==> config.mk <==
export PLATFORM = sky130hd
export DESIGN_NAME = imem_loader_flat
export DESIGN_NICKNAME = d
export VERILOG_FILES = /design/src/rtl/imem_loader_pkg.sv /design/src/rtl/imem_loader_if.sv /design/src/rtl/imem_loader_byte_packer.sv /design/src/rtl/imem_loader.sv /design/src/flat_wrapper.sv
export SDC_FILE = /design/constraint.sdc
export NUM_CORES = 1
export LEC_CHECK = 0
export BUFFER_PORTS_ARGS = -buffer_cell sky130_fd_sc_hd__buf_2
export CAP_MARGIN = 20
export CORE_ASPECT_RATIO = 2
export CORE_MARGIN = 2
export CORE_UTILIZATION = 46
export DETAILED_ROUTE_END_ITERATION = 8
export GPL_TIMING_DRIVEN = 0
export PLACE_DENSITY = 0.69
export SLEW_MARGIN = 20
export SYNTH_ARGS = -nofsm -noshare
export SYNTH_HDL_FRONTEND = slang
export SYNTH_SLANG_ARGS = --single-unit
==> constraint.sdc <==
create_clock -name Clk -period 2.32 [get_ports Clk]
set_input_delay 0.348 -clock Clk [delete_from_list [all_inputs] [get_ports Clk]]
set_output_delay 0.348 -clock Clk [all_outputs]
set_load 0.03 [all_outputs]
==> src/rtl/imem_loader_pkg.sv <==
// imem_loader_pkg: shared types and constants for the instruction-memory loader.
//   state_t    - loader FSM states
//   HDR_BYTES  - bytes in the word-count header
//   WORD_BYTES - bytes per instruction word
package imem_loader_pkg;

  typedef enum logic [2:0] {
    IDLE,
    HDR,
    DATA,
    DONE,
    ERR
  } state_t;

  localparam int HDR_BYTES  = 4;
  localparam int WORD_BYTES = 4;

endpackage

==> src/rtl/imem_loader_if.sv <==
// imem_loader_if: byte-stream handshake plus instruction-memory write bus.
//   InData/InValid/InReady - valid/ready byte stream into the loader
//   MemAddr/MemData/MemWE  - word write port toward instruction memory
// master: the loader side (sinks the stream, drives the write bus).
// slave:  the environment side (sources the stream, observes/accepts writes).
interface imem_loader_if;

  logic [7:0]  InData;
  logic        InValid;
  logic        InReady;
  logic [31:0] MemAddr;
  logic [31:0] MemData;
  logic        MemWE;

  modport master (
    input  InData, InValid,
    output InReady, MemAddr, MemData, MemWE
  );

  modport slave (
    output InData, InValid,
    input  InReady, MemAddr, MemData, MemWE
  );

endinterface

==> src/rtl/imem_loader_byte_packer.sv <==
// byte_packer: 8-to-32 MSB-first shift register with a byte counter.
//   clk, rst - clock, synchronous active-high reset
//   clr      - synchronous clear of counter and partial word
//   en       - shift din in this cycle
//   din      - incoming byte
//   word     - word as it will look once din is shifted in (combinational)
//   full     - high in the cycle the last byte of a word is being shifted in
// word/full are look-ahead so the owner can act on a complete word on the
// same edge that accepts its final byte.
module byte_packer
  import imem_loader_pkg::*;
(
  input  logic        clk,
  input  logic        rst,
  input  logic        clr,
  input  logic        en,
  input  logic [7:0]  din,
  output logic [31:0] word,
  output logic        full
);

  localparam int CW = $clog2(WORD_BYTES);

  logic [CW-1:0] cnt;
  logic [31:0]   sr;

  assign word = {sr[23:0], din};
  assign full = en && (cnt == CW'(WORD_BYTES - 1));

  always_ff @(posedge clk) begin
    if (rst || clr) begin
      cnt <= '0;
      sr  <= '0;
    end else if (en) begin
      cnt <= cnt + 1'b1;
      sr  <= word;
    end
  end

endmodule

==> src/rtl/imem_loader.sv <==
// imem_loader: serial program loader for the instruction memory.
// Takes a byte stream (4-byte big-endian word count N, then N big-endian
// words) and writes each word to BASE + 4*k, holding the CPU until done.
//   Clk, Reset - clock, synchronous active-high reset
//   Start      - begin a load (honored in IDLE, DONE, ERR)
//   bus        - stream handshake in, memory write bus out
//   CpuHold    - holds fetch PC in reset; low only in DONE
//   Done, Err  - load complete / header count exceeds capacity
//   WordCnt    - words written in the current load
module imem_loader
  import imem_loader_pkg::*;
#(
  parameter int          ADDR_W = 10,
  parameter logic [31:0] BASE   = 32'h0000_0000
) (
  input  logic              Clk,
  input  logic              Reset,
  input  logic              Start,
  imem_loader_if.master     bus,
  output logic              CpuHold,
  output logic              Done,
  output logic              Err,
  output logic [ADDR_W:0]   WordCnt
);

  // Capacity in words; N equal to this is still legal.
  localparam logic [32:0] CAP = 33'd1 << ADDR_W;

  state_t          state, state_nxt;
  logic [31:0]     n_words;
  logic [ADDR_W:0] word_cnt;
  logic [31:0]     mem_addr, mem_data;
  logic            mem_we;
  logic            in_ready, load_go, accept;
  logic [31:0]     pk_word;
  logic            pk_full;

  assign accept = bus.InValid && in_ready;

  // One packer serves both header and payload; its counter wraps to zero
  // after the 4th header byte, so payload alignment comes for free.
  byte_packer u_pack (
    .clk  (Clk),
    .rst  (Reset),
    .clr  (load_go),
    .en   (accept),
    .din  (bus.InData),
    .word (pk_word),
    .full (pk_full)
  );

  always_comb begin
    state_nxt = state;
    load_go   = 1'b0;
    in_ready  = 1'b0;
    case (state)
      IDLE, DONE, ERR: begin
        if (Start) begin
          load_go   = 1'b1;
          state_nxt = HDR;
        end
      end
      HDR: begin
        in_ready = 1'b1;
        if (pk_full) begin
          if (pk_word == 32'd0)              state_nxt = DONE;
          else if ({1'b0, pk_word} > CAP)    state_nxt = ERR;
          else                               state_nxt = DATA;
        end
      end
      DATA: begin
        in_ready = 1'b1;
        // word_cnt already counts the word on the bus during MemWE
        if (mem_we && (32'(word_cnt) == n_words)) state_nxt = DONE;
      end
      default: state_nxt = IDLE;
    endcase
  end

  always_ff @(posedge Clk) begin
    if (Reset) begin
      state    <= IDLE;
      n_words  <= '0;
      word_cnt <= '0;
      mem_we   <= 1'b0;
      mem_addr <= BASE;
      mem_data <= '0;
    end else begin
      state  <= state_nxt;
      mem_we <= 1'b0;
      if (load_go) begin
        word_cnt <= '0;
        mem_addr <= BASE;
      end
      if (state == HDR && pk_full) n_words <= pk_word;
      if (state == DATA && pk_full) begin
        mem_we   <= 1'b1;
        mem_data <= pk_word;
        mem_addr <= BASE + (32'(word_cnt) << 2);
        word_cnt <= word_cnt + 1'b1;
      end
    end
  end

  assign bus.InReady = in_ready;
  assign bus.MemAddr = mem_addr;
  assign bus.MemData = mem_data;
  assign bus.MemWE   = mem_we;
  assign CpuHold     = (state != DONE);
  assign Done        = (state == DONE);
  assign Err         = (state == ERR);
  assign WordCnt     = word_cnt;

endmodule
==> src/flat_wrapper.sv <==
// flat-port wrapper written by rule: the top's interface ports become plain ports
module imem_loader_flat import imem_loader_pkg::*;
#(
  parameter int          ADDR_W = 10,
  parameter logic [31:0] BASE   = 32'h0000_0000
)
  (Clk, Reset, Start, CpuHold, Done, Err, WordCnt, bus_InData, bus_InValid, bus_InReady, bus_MemAddr, bus_MemData, bus_MemWE);
  imem_loader_if bus_i ();
  input  logic Clk;
  input  logic Reset;
  input  logic Start;
  output logic CpuHold;
  output logic Done;
  output logic Err;
  output logic [ADDR_W:0] WordCnt;
  input wire logic [$bits(bus_i.InData)-1:0] bus_InData;
  input wire logic [$bits(bus_i.InValid)-1:0] bus_InValid;
  output wire logic [$bits(bus_i.InReady)-1:0] bus_InReady;
  output wire logic [$bits(bus_i.MemAddr)-1:0] bus_MemAddr;
  output wire logic [$bits(bus_i.MemData)-1:0] bus_MemData;
  output wire logic [$bits(bus_i.MemWE)-1:0] bus_MemWE;
  assign bus_i.InData = bus_InData;
  assign bus_i.InValid = bus_InValid;
  assign bus_InReady = bus_i.InReady;
  assign bus_MemAddr = bus_i.MemAddr;
  assign bus_MemData = bus_i.MemData;
  assign bus_MemWE = bus_i.MemWE;
  imem_loader #(.ADDR_W(ADDR_W), .BASE(BASE)) u_core (.Clk(Clk), .Reset(Reset), .Start(Start), .bus(bus_i), .CpuHold(CpuHold), .Done(Done), .Err(Err), .WordCnt(WordCnt));
endmodule
# Word level (Yosys, flattened, before mapping)
# Index checks and enable logic that the tools add are counted.
[op_classes] add_sub_neg=2 muxes=14 order_cmp=1 eq_ne=10 n_reduce_logical=12
[op_table] op="equality test 11 x 32 -> 1 bit" n=1
[op_table] op="> comparator 32 x 11 -> 1 bit, second input constant" n=1
[op_table] op="zero test 32 bit" n=1
[op_table] op="two-way mux 13 bit" n=2
[op_table] op="two-way mux 11 bit" n=2
[op_table] op="two-way mux 3 bit" n=5
[op_table] op="adder 11 x 1 -> 11 bit, second input constant" n=1
[op_table] op="one-hot mux 3 bit (3 select lines)" n=1
[op_table] op="equality test 3 x 2 -> 1 bit, second input constant" n=2
[op_table] op="logical AND 1 bit" n=5
[op_table] op="two-way mux 1 bit" n=4
[op_table] op="!= test 2 x 1 -> 1 bit, second input constant" n=2
[op_table] op="equality test 3 x 1 -> 1 bit, second input constant" n=1
[op_table] op="equality test 3 bit, second input constant" n=1
[op_table] op="zero test 3 bit" n=1
[op_table] op="!= test 3 x 2 -> 1 bit, second input constant" n=1
[op_table] op="AND reduction 3 bit" n=1
[op_table] op="OR reduction 3 bit" n=1
[op_table] op="adder 2 x 1 -> 2 bit, second input constant" n=1
[op_table] op="equality test 2 bit, second input constant" n=1
[op_table] op="!= test 2 bit, second input constant" n=1
[op_table] op="nonzero test 2 bit" n=1
[op_table] op="OR reduction 2 bit" n=1
[op_table] op="logical OR 1 bit" n=1
[totals] ff_bits=116 output_inout_bits=80

# Longest topological paths before layout
# Gate-level depths: netlist of run 1.
[depth] word_depth=7 mapped_depth=9 mapped_depth_nobuf=7

# Cells and area by module
# A second synthesis of run 1 with hierarchy kept.
[unflattened] cells_unflattened=584 area_unflattened_um2=4858.4
[modules_own_cells] module="imem_loader" cells_per_inst=489 instances=1 area_each_um2=3818.7
[modules_own_cells] module="byte_packer" cells_per_inst=95 instances=1 area_each_um2=1039.7

# Least setup slack after synthesis of run 1
# No wires, ideal clock.
[synth_path] path_type="register to register" startpoint="register u_core.state[1]" endpoint="register u_core.u_pack.cnt[0]" n_path_buf=3 t_required_ns=2.192 path_slack_ns=0.285 stages_incl_launch_ff=10 arrival_ns=1.907 path_cell_list="dfxtp_1 > buf_4 > nor2b_1 > nand2_1 > inv_1 > o21ai_1 > nand2b_1 > buf_2 > buf_1 > nor2_1"
[synth_via] elab_chain_len=4 elab_cells_between_ends=11
[synth_rtl] element="from (decl)" line_no="imem_loader.sv:29" rtl="state_t state, state_nxt;"
[synth_rtl] element="from (signal assigned)" line_no="imem_loader.sv:89" rtl="state <= state_nxt;"
[synth_rtl] element="equality test 3 x 2 -> 1 bit"
[synth_rtl] element="net Done" line_no="flat_wrapper.sv:13" rtl="output logic Done;"
[synth_rtl] element="OR reduction 3 bit" line_no="imem_loader.sv:56" rtl="case (state)"
[synth_rtl] element="two-way mux 1 bit" line_no="imem_loader.sv:56"
[synth_rtl] element="logical OR 1 bit" line_no="imem_loader_byte_packer.sv:31" rtl="if (rst || clr) begin"
[synth_rtl] element="to (signal assigned)" line_no="imem_loader_byte_packer.sv:35" rtl="cnt <= cnt + 1'b1;"
[synth_rtl] element="to (decl)" line_no="imem_loader_byte_packer.sv:24" rtl="logic [CW-1:0] cnt;"
# The timed path passes the listed nets, and every way through them passes these cells.
# A chain may end at the register's enable or synchronous reset.

# Worst setup path in the final report of run 1
[layout_path] startpoint="register u_core.u_pack.cnt[0]" endpoint="register u_core.n_words[15]"
[layout_via] elab_chain_len=3
[layout_rtl] element="equality test 2 bit" line_no="imem_loader_byte_packer.sv:28" rtl="assign full = en && (cnt == CW'(WORD_BYTES - 1));"
[layout_rtl] element="logical AND 1 bit" line_no="imem_loader_byte_packer.sv:28"
[layout_rtl] element="logical AND 1 bit" line_no="imem_loader.sv:95" rtl="if (state == HDR && pk_full) n_words <= pk_word;"
[layout_rtl] element="to (signal assigned)" line_no="imem_loader.sv:95"
[layout_rtl] element="to (decl)" line_no="imem_loader.sv:30" rtl="logic [31:0] n_words;"
# No other way between the ends.

==> results.tsv, run 1 <==
metric	value	unit
outcome	finished clean	
Max-Slew Margin vs Limit	0.470	
GRT overflow	0	
Synth Area in Compound Gates	0.126	
Yosys top cell area share	0.500	
Peak Freq	463	MHz
DRC violations left	0	
DP HPWL	9120	um
Async S/R FF share, synth	0	
Initial Utilization	0.476	
Final Setup Violations	0	
max_cap viols	0	
hold crit path type	in2reg	
Synth Area in Simple Gates	0.213	
chip height	146	um
Worst-Margin Slew	0.774	ns
Sequential Area	2320	um2
DRT antenna net count	0	
# fillers	892	
total setup buffers inserted after CTS	0	
worst-path fanout max	10	
DR iter-0 viols	208	
CTS H-Tree Depth	4	
final net count	668	
final core utilization	0.599	
setup TNS	0	ns
RSZ-0062 raised after global routing	no	
layout cells sized above 1	0.211	
drt pass-1 iters	6	
adder-cell area share of the yosys netlist	0.00539	
register area share after synthesis	0.500	
first-pass GRT wire length	19900	um
Clock Path Buffers	2	
drt wl/cell	15.5	um
Post-Syn Instances	546	
Max IR drop VDD	0.000618	V
Die Wd	75.1	um
DIE AREA	11000	um2
RePlAce Congestion	0.845	
post-synthesis mux area share	0.0563	
Distinct cells, synth	45	
Setup CP Type	reg2reg	
vias in the first global route	4042	
synthesis-to-finish area growth	25.8	%
min Tclk post-route	2.16	ns
Num Clock Sinks	116	
minimum hold slack	0.223	ns
flip-flop and latch count after synthesis	116	
Slew Viols, Final	0	
Worst Setup End Kind	flop	
Synth area leaders	dfxtp_1, nand2_1, a21oi_1	
worst clock skew	0.00616	ns
CTS buffer count	17	
CTS tree	yes	
crit path DAT	2.44	ns
ant diodes	0	
via count	4126	
fin crit share	0.931	
CORE AREA	9760	um2
port buffer count	69	
largest net degree at the start of global routing	17	
Post-synth EDFFs	0	
clock latency on the worst-skew pair	0.41	ns
Post-Syn Area per Cell	8.51	um2
CP Launch Type	flop	
Yosys warning total	0	
clock slew at reported path FFs	0.05	ns
# IOs	92	
DR vias/cell	5.16	
leakage power	2.52	nW
main combinational cell family by area after synthesis	simple AND/OR/NAND/NOR gates	
Mapped Area	4650	um2
Rows	51	
Final Hold Vio Count	0	
main flop type after synthesis	dfxtp_1	
Multi-input gate area	2070	um2
total track usage	0.240	
antenna violations before repair	0	
post-synthesis xor/xnor area fraction	0.0283	
total wire length	12400	um
clock root buffer	clkbuf_16	
power density over the cells	838	nW/um2
dominant cell type by area after synthesis	dfxtp_1	
cts hold-fix bufs	0	
worst endpoint required time	2.60	ns
-- registers in the layout, summed over array words and instances (netlist names) --
name and count:
u_core.state 3, u_core.WordCnt 11, u_core.bus.MemData 32, u_core.u_pack.cnt 2, u_core.bus.MemAddr 11, u_core.n_words 32
u_core.u_pack.sr 24, u_core.bus.MemWE 1
-- cell usage in the layout, fill, tap and decap left out, drive strengths merged, types with 5 or more instances in the layout --
cell,Yosys,final
o21ai,6,6
xor2,5,5
a22o,11,11
dfxtp,116,116
nor2,43,43
nand2,144,144
conb,1,21
mux2i,25,25
a21oi,71,71
nor3,6,6
nor4,13,13
clkbuf,25,48
xnor2,10,10
buf,32,101
-- area by class of cell --
type,instances,share of cell area
Sequential cell,116,0.397
Multi-Input combinational cell,391,0.355
Buffer,57,0.0548
Tap cell,132,0.0282
Clock inverter,9,0.0214
Inverter,2,0.00128
Clock buffer,23,0.0835
Timing Repair Buffer,69,0.0591
-- timing repair --
| item | in CTS | in global routing |
|---|---|---|
| gates resized for setup | 0 | 2 |
| endpoints found under the hold margin | 0 | 0 |
| setup endpoints to repair | 0 | 1 |
-- worst paths after layout --
path | start | to | slack (ns) | cells after the start
worst max register to register | u_core.u_pack.cnt[0] | u_core.n_words[15] | 0.16 | 7
worst min-delay path | bus_InData[7] | u_core.bus.MemData[7] | 0.22 | 3
worst min register to register | u_core.n_words[31] | u_core.n_words[31] | 0.45 | 2
worst max-delay path | u_core.u_pack.cnt[0] | u_core.n_words[15] | 0.16 | 7
-- power by group --
group	switching, mW	internal, mW	leakage (nW)
Combinational	0.147	0.0656	1.29
Clock	0.887	1.79	0.299
Sequential	0.00764	2.00	0.934
Total	1.04	3.86	2.52
-- stage by stage --
| step | std cells | instance area (um2) | setup slack (ns) | total power [mW] |
|---|---|---|---|---|
| after floorplan | 566 | 4720 | 0.285 | 2.21 |
| after global placement | 767 | 5230 | 0.218 | 2.26 |
| after detailed placement | 767 | 5230 | 0.164 | 2.26 |
| after CTS | 799 | 5850 | 0.155 | 4.93 |
| after global routing | 799 | 5850 | 0.0121 | 5.04 |
| final | 799 | 5850 | 0.161 | 4.90 |
-- Yosys cell counts, drive strengths merged, types with 2 or more instances --
master  number
a21oi       71
a221oi       2
a22o        11
a311oi       3
a31oi        2
and2         2
buf         32
clkbuf      25
dfxtp      116
ha           2
inv          2
mux2i       25
nand2      144
nand3        4
nand3b       3
nand4        4
nor2        43
nor3         6
nor4        13
o21ai        6
xnor2       10
xor2         5
-- logic make-up (layout without fill, tap and decap cells) --
group	count (synthesis)	in the layout
flops	116	116
simple gates	227	227
mux	26	26
fa+ha+maj	2	2
other cells	1	21
xor+xnor	15	15
compound gates	100	100
buf+inv	59	160
-- worst max-delay path: stages, from the launching register on --
cell and delay, ns:
dfxtp_1 0.35, ha_1 0.16, nand2_1 0.16, or4b_2 0.65, clkbuf_1 0.22, clkbuf_1 0.27
nand2_1 0.14, a21oi_1 0.07
-- routing by layer --
layer | wire [um] | up-vias | global-route usage
met4 | 619 | 0 | 0.144
met1 | 4390 | 1946 | 0.224
met5 | 0 | - | 0
li1 | - | 2014 | -
met2 | 6830 | 124 | 0.431
met3 | 559 | 42 | 0.0732
(Power assumes the default switching activity.)
==> run 2: changes to the inputs <==
BUFFER_PORTS_ARGS = -buffer_cell sky130_fd_sc_hd__buf_4   (was -buffer_cell sky130_fd_sc_hd__buf_2)
==> run 2 against run 1 <==
  * Routed wire length is 0.85% higher
  * First-iteration DRC count is 15% lower
  * Global-route usage hardly changed
  * Clock skew is 0.00098 ns lower
  * Setup slack worse by 0.029 ns
  * Worst hold slack worse by 0.0026 ns
  * Flip-flop and latch count stayed put
  * Count of clock-buffer cells in the layout is 5 lower
  * Total power is 1.3% higher
  * Sequential power hardly changed
  * Critical path type unchanged
==> results.tsv, run 2 (same netlist as run 1, synthesis figures left out) <==
metric	value	unit	change
outcome	finished clean		
drt pass-1 iters	4		-2
minimum hold slack	0.220	ns	-0.00259 ns
clock latency on the worst-skew pair	0.41	ns	about the same
CP Launch Type	flop		
port buffer count	69		unchanged
leakage power	2.52	nW	about the same
commonest non-fill, non-tap cells in the layout	nand2_1, dfxtp_1, buf_4		
min Tclk post-route	2.19	ns	+0.0293 ns
worst clock skew	0.00518	ns	-0.000980 ns
Slew Viols, Final	0		unchanged
vias in the first global route	3999		-1.1%
via count	4087		-0.95%
Num Clock Sinks	116		unchanged
DP HPWL	9370	um	+2.8%
CTS tree	yes		
DIE AREA	11000	um2	unchanged
worst path cell trace	ha_1 > nand2_1 > or4b_2 > clkbuf_1 > clkbuf_1 > nand2_1 > a21oi_1		
DRT antenna net count	0		unchanged
# IOs	92		unchanged
total wire length	12500	um	+0.85%
Rows	51		unchanged
Final Hold Vio Count	0		unchanged
synthesis-to-finish area growth	29.8	%	
worst endpoint required time	2.59	ns	about the same
Setup CP Type	reg2reg		
Worst path max stage delay	0.64	ns	about the same
Final Setup Violations	0		unchanged
Max IR drop VDD	0.000554	V	-10%
hold endpoint	u_core.u_pack.sr[1]		
CORE AREA	9760	um2	unchanged
clock root buffer	clkbuf_16		
layout cells sized above 1	0.214		+0.00300
clock slew at reported path FFs	0.05	ns	about the same
Multi-input gate area	2070	um2	unchanged
Clock Path Buffers	2		unchanged
DR iter-0 viols	177		-15%
CP max stage cell	or4b_2		
largest net degree at the start of global routing	17		unchanged
power density over the cells	823	nW/um2	-1.8%
Max-Slew Margin vs Limit	0.436		-0.0349
CTS buffer count	17		unchanged
RSZ-0062 raised after global routing	no		
RePlAce Congestion	0.872		+3.3%
drt wl/cell	15.6	um	+0.85%
HP Start	bus_InData[1]		
Die Wd	75.1	um	unchanged
GRT overflow	0		unchanged
worst-path fanout max	10		unchanged
Finished Cell Area	6030	um2	+3.1%
commonest non-fill, non-tap cell in the layout	nand2_1		
Peak Freq	457	MHz	-1.3%
Worst path top cell family by delay	simple AND/OR/NAND/NOR gates		
Hold Path Depth	3		unchanged
# fillers	895		+0.34%
Worst Setup End Kind	flop		
final core utilization	0.618		+0.0187
antenna violations before repair	0		unchanged
chip height	146	um	unchanged
DR vias/cell	5.12		-0.95%
Cell Area, Placed	5410	um2	+3.3%
RR Endpoint	u_core.n_words[6]		
crit path DAT	2.46	ns	+0.02 ns
Crit path buffers/inverters	2		unchanged
hold crit path type	in2reg		
Sequential Area	2320	um2	unchanged
Worst-Margin Slew	0.825	ns	+0.0510 ns
max_cap viols	0		unchanged
total track usage	0.241		+0.000432
fin crit share	0.943		+0.0126
ant diodes	0		unchanged
FF-to-FF Start	u_core.u_pack.cnt[0]		
first-pass GRT wire length	19800	um	-0.42%
setup TNS	0	ns	unchanged
final net count	668		unchanged
cts hold-fix bufs	0		unchanged
Initial Utilization	0.476		unchanged
worst reg-to-reg path cell count	7		unchanged
FF-to-FF setup slack	0.13	ns	-0.03 ns
CTS H-Tree Depth	4		unchanged
DRC violations left	0		unchanged
-- run 2: cell types whose count changed in the layout (fill, tap and decap cells not counted), sizes merged --
cell,change
bufinv,+1
clkinv,+1
clkbuf,-4
clkinvlp,+2
inv,+1
buf,-1
-- run 2: worst max path at each step --
stage	cells past startpoint	to	startpoint	slack (ns)
3_3_place_gp	7	u_core.n_words[30]	u_core.u_pack.cnt[0]	0.21
6_report	7	u_core.n_words[6]	u_core.u_pack.cnt[0]	0.13
2_1_floorplan	9	u_core.u_pack.cnt[0]	u_core.state[1]	0.29
5_1_grt	6	u_core.bus.MemData[16]	u_core.state[0]	0.01
4_1_cts	7	u_core.n_words[6]	u_core.u_pack.cnt[0]	0.14
3_5_place_dp	6	u_core.state[2]	bus_InData[7]	0.12
-- run 2: per-stage QoR --
stage / instances / total power, mW / setup WS, ns
global placement: 767 / 2.26 / 0.212
finish: 799 / 4.96 / 0.132
CTS: 799 / 5.00 / 0.141
floorplan: 566 / 2.21 / 0.285
global route: 799 / 5.09 / 0.0121
detailed placement: 767 / 2.27 / 0.119
-- run 2: layer usage --
metal	GRT usage	routed length (um)	vias to the layer above
li1	-	-	2023
met1	0.240	4530	1899
met2	0.420	6790	121
met3	0.0587	549	44
met4	0.154	626	0
met5	0	0	-
-- run 2: what timing repair did --
item / CTS / global route
setup buffers: 0 / 0
endpoints found under the setup margin: 0 / 1
gates resized for setup: 0 / 1
-- run 2: layout make-up --
type,count,area share
plain buffers,57,0.0531
clock buffers,18,0.0728
clock inverters,14,0.0305
inverters,2,0.00125
multi-input cells,391,0.344
flip-flops and latches,116,0.385
well taps,132,0.0274
repair buffers,69,0.0859
-- run 2: worst reg2reg max path: cells and delay by family (launching register included) --
family | cells | cell delay, ns
and+or+nand+nor | 3 | 0.97
adders and majority gates | 1 | 0.17
AOI/OAI and AO/OA | 1 | 0.07
buffers and inverters | 2 | 0.49
DFF | 1 | 0.35
-- run 2: report_power, final --
group          total [mW]  leakage [nW]  switching, mW  internal, mW
Clock                2.74         0.298          0.922          1.81
Sequential           2.01         0.934        0.00778          2.00
Combinational       0.220          1.29          0.148        0.0718
Total                4.96          2.52           1.08          3.89
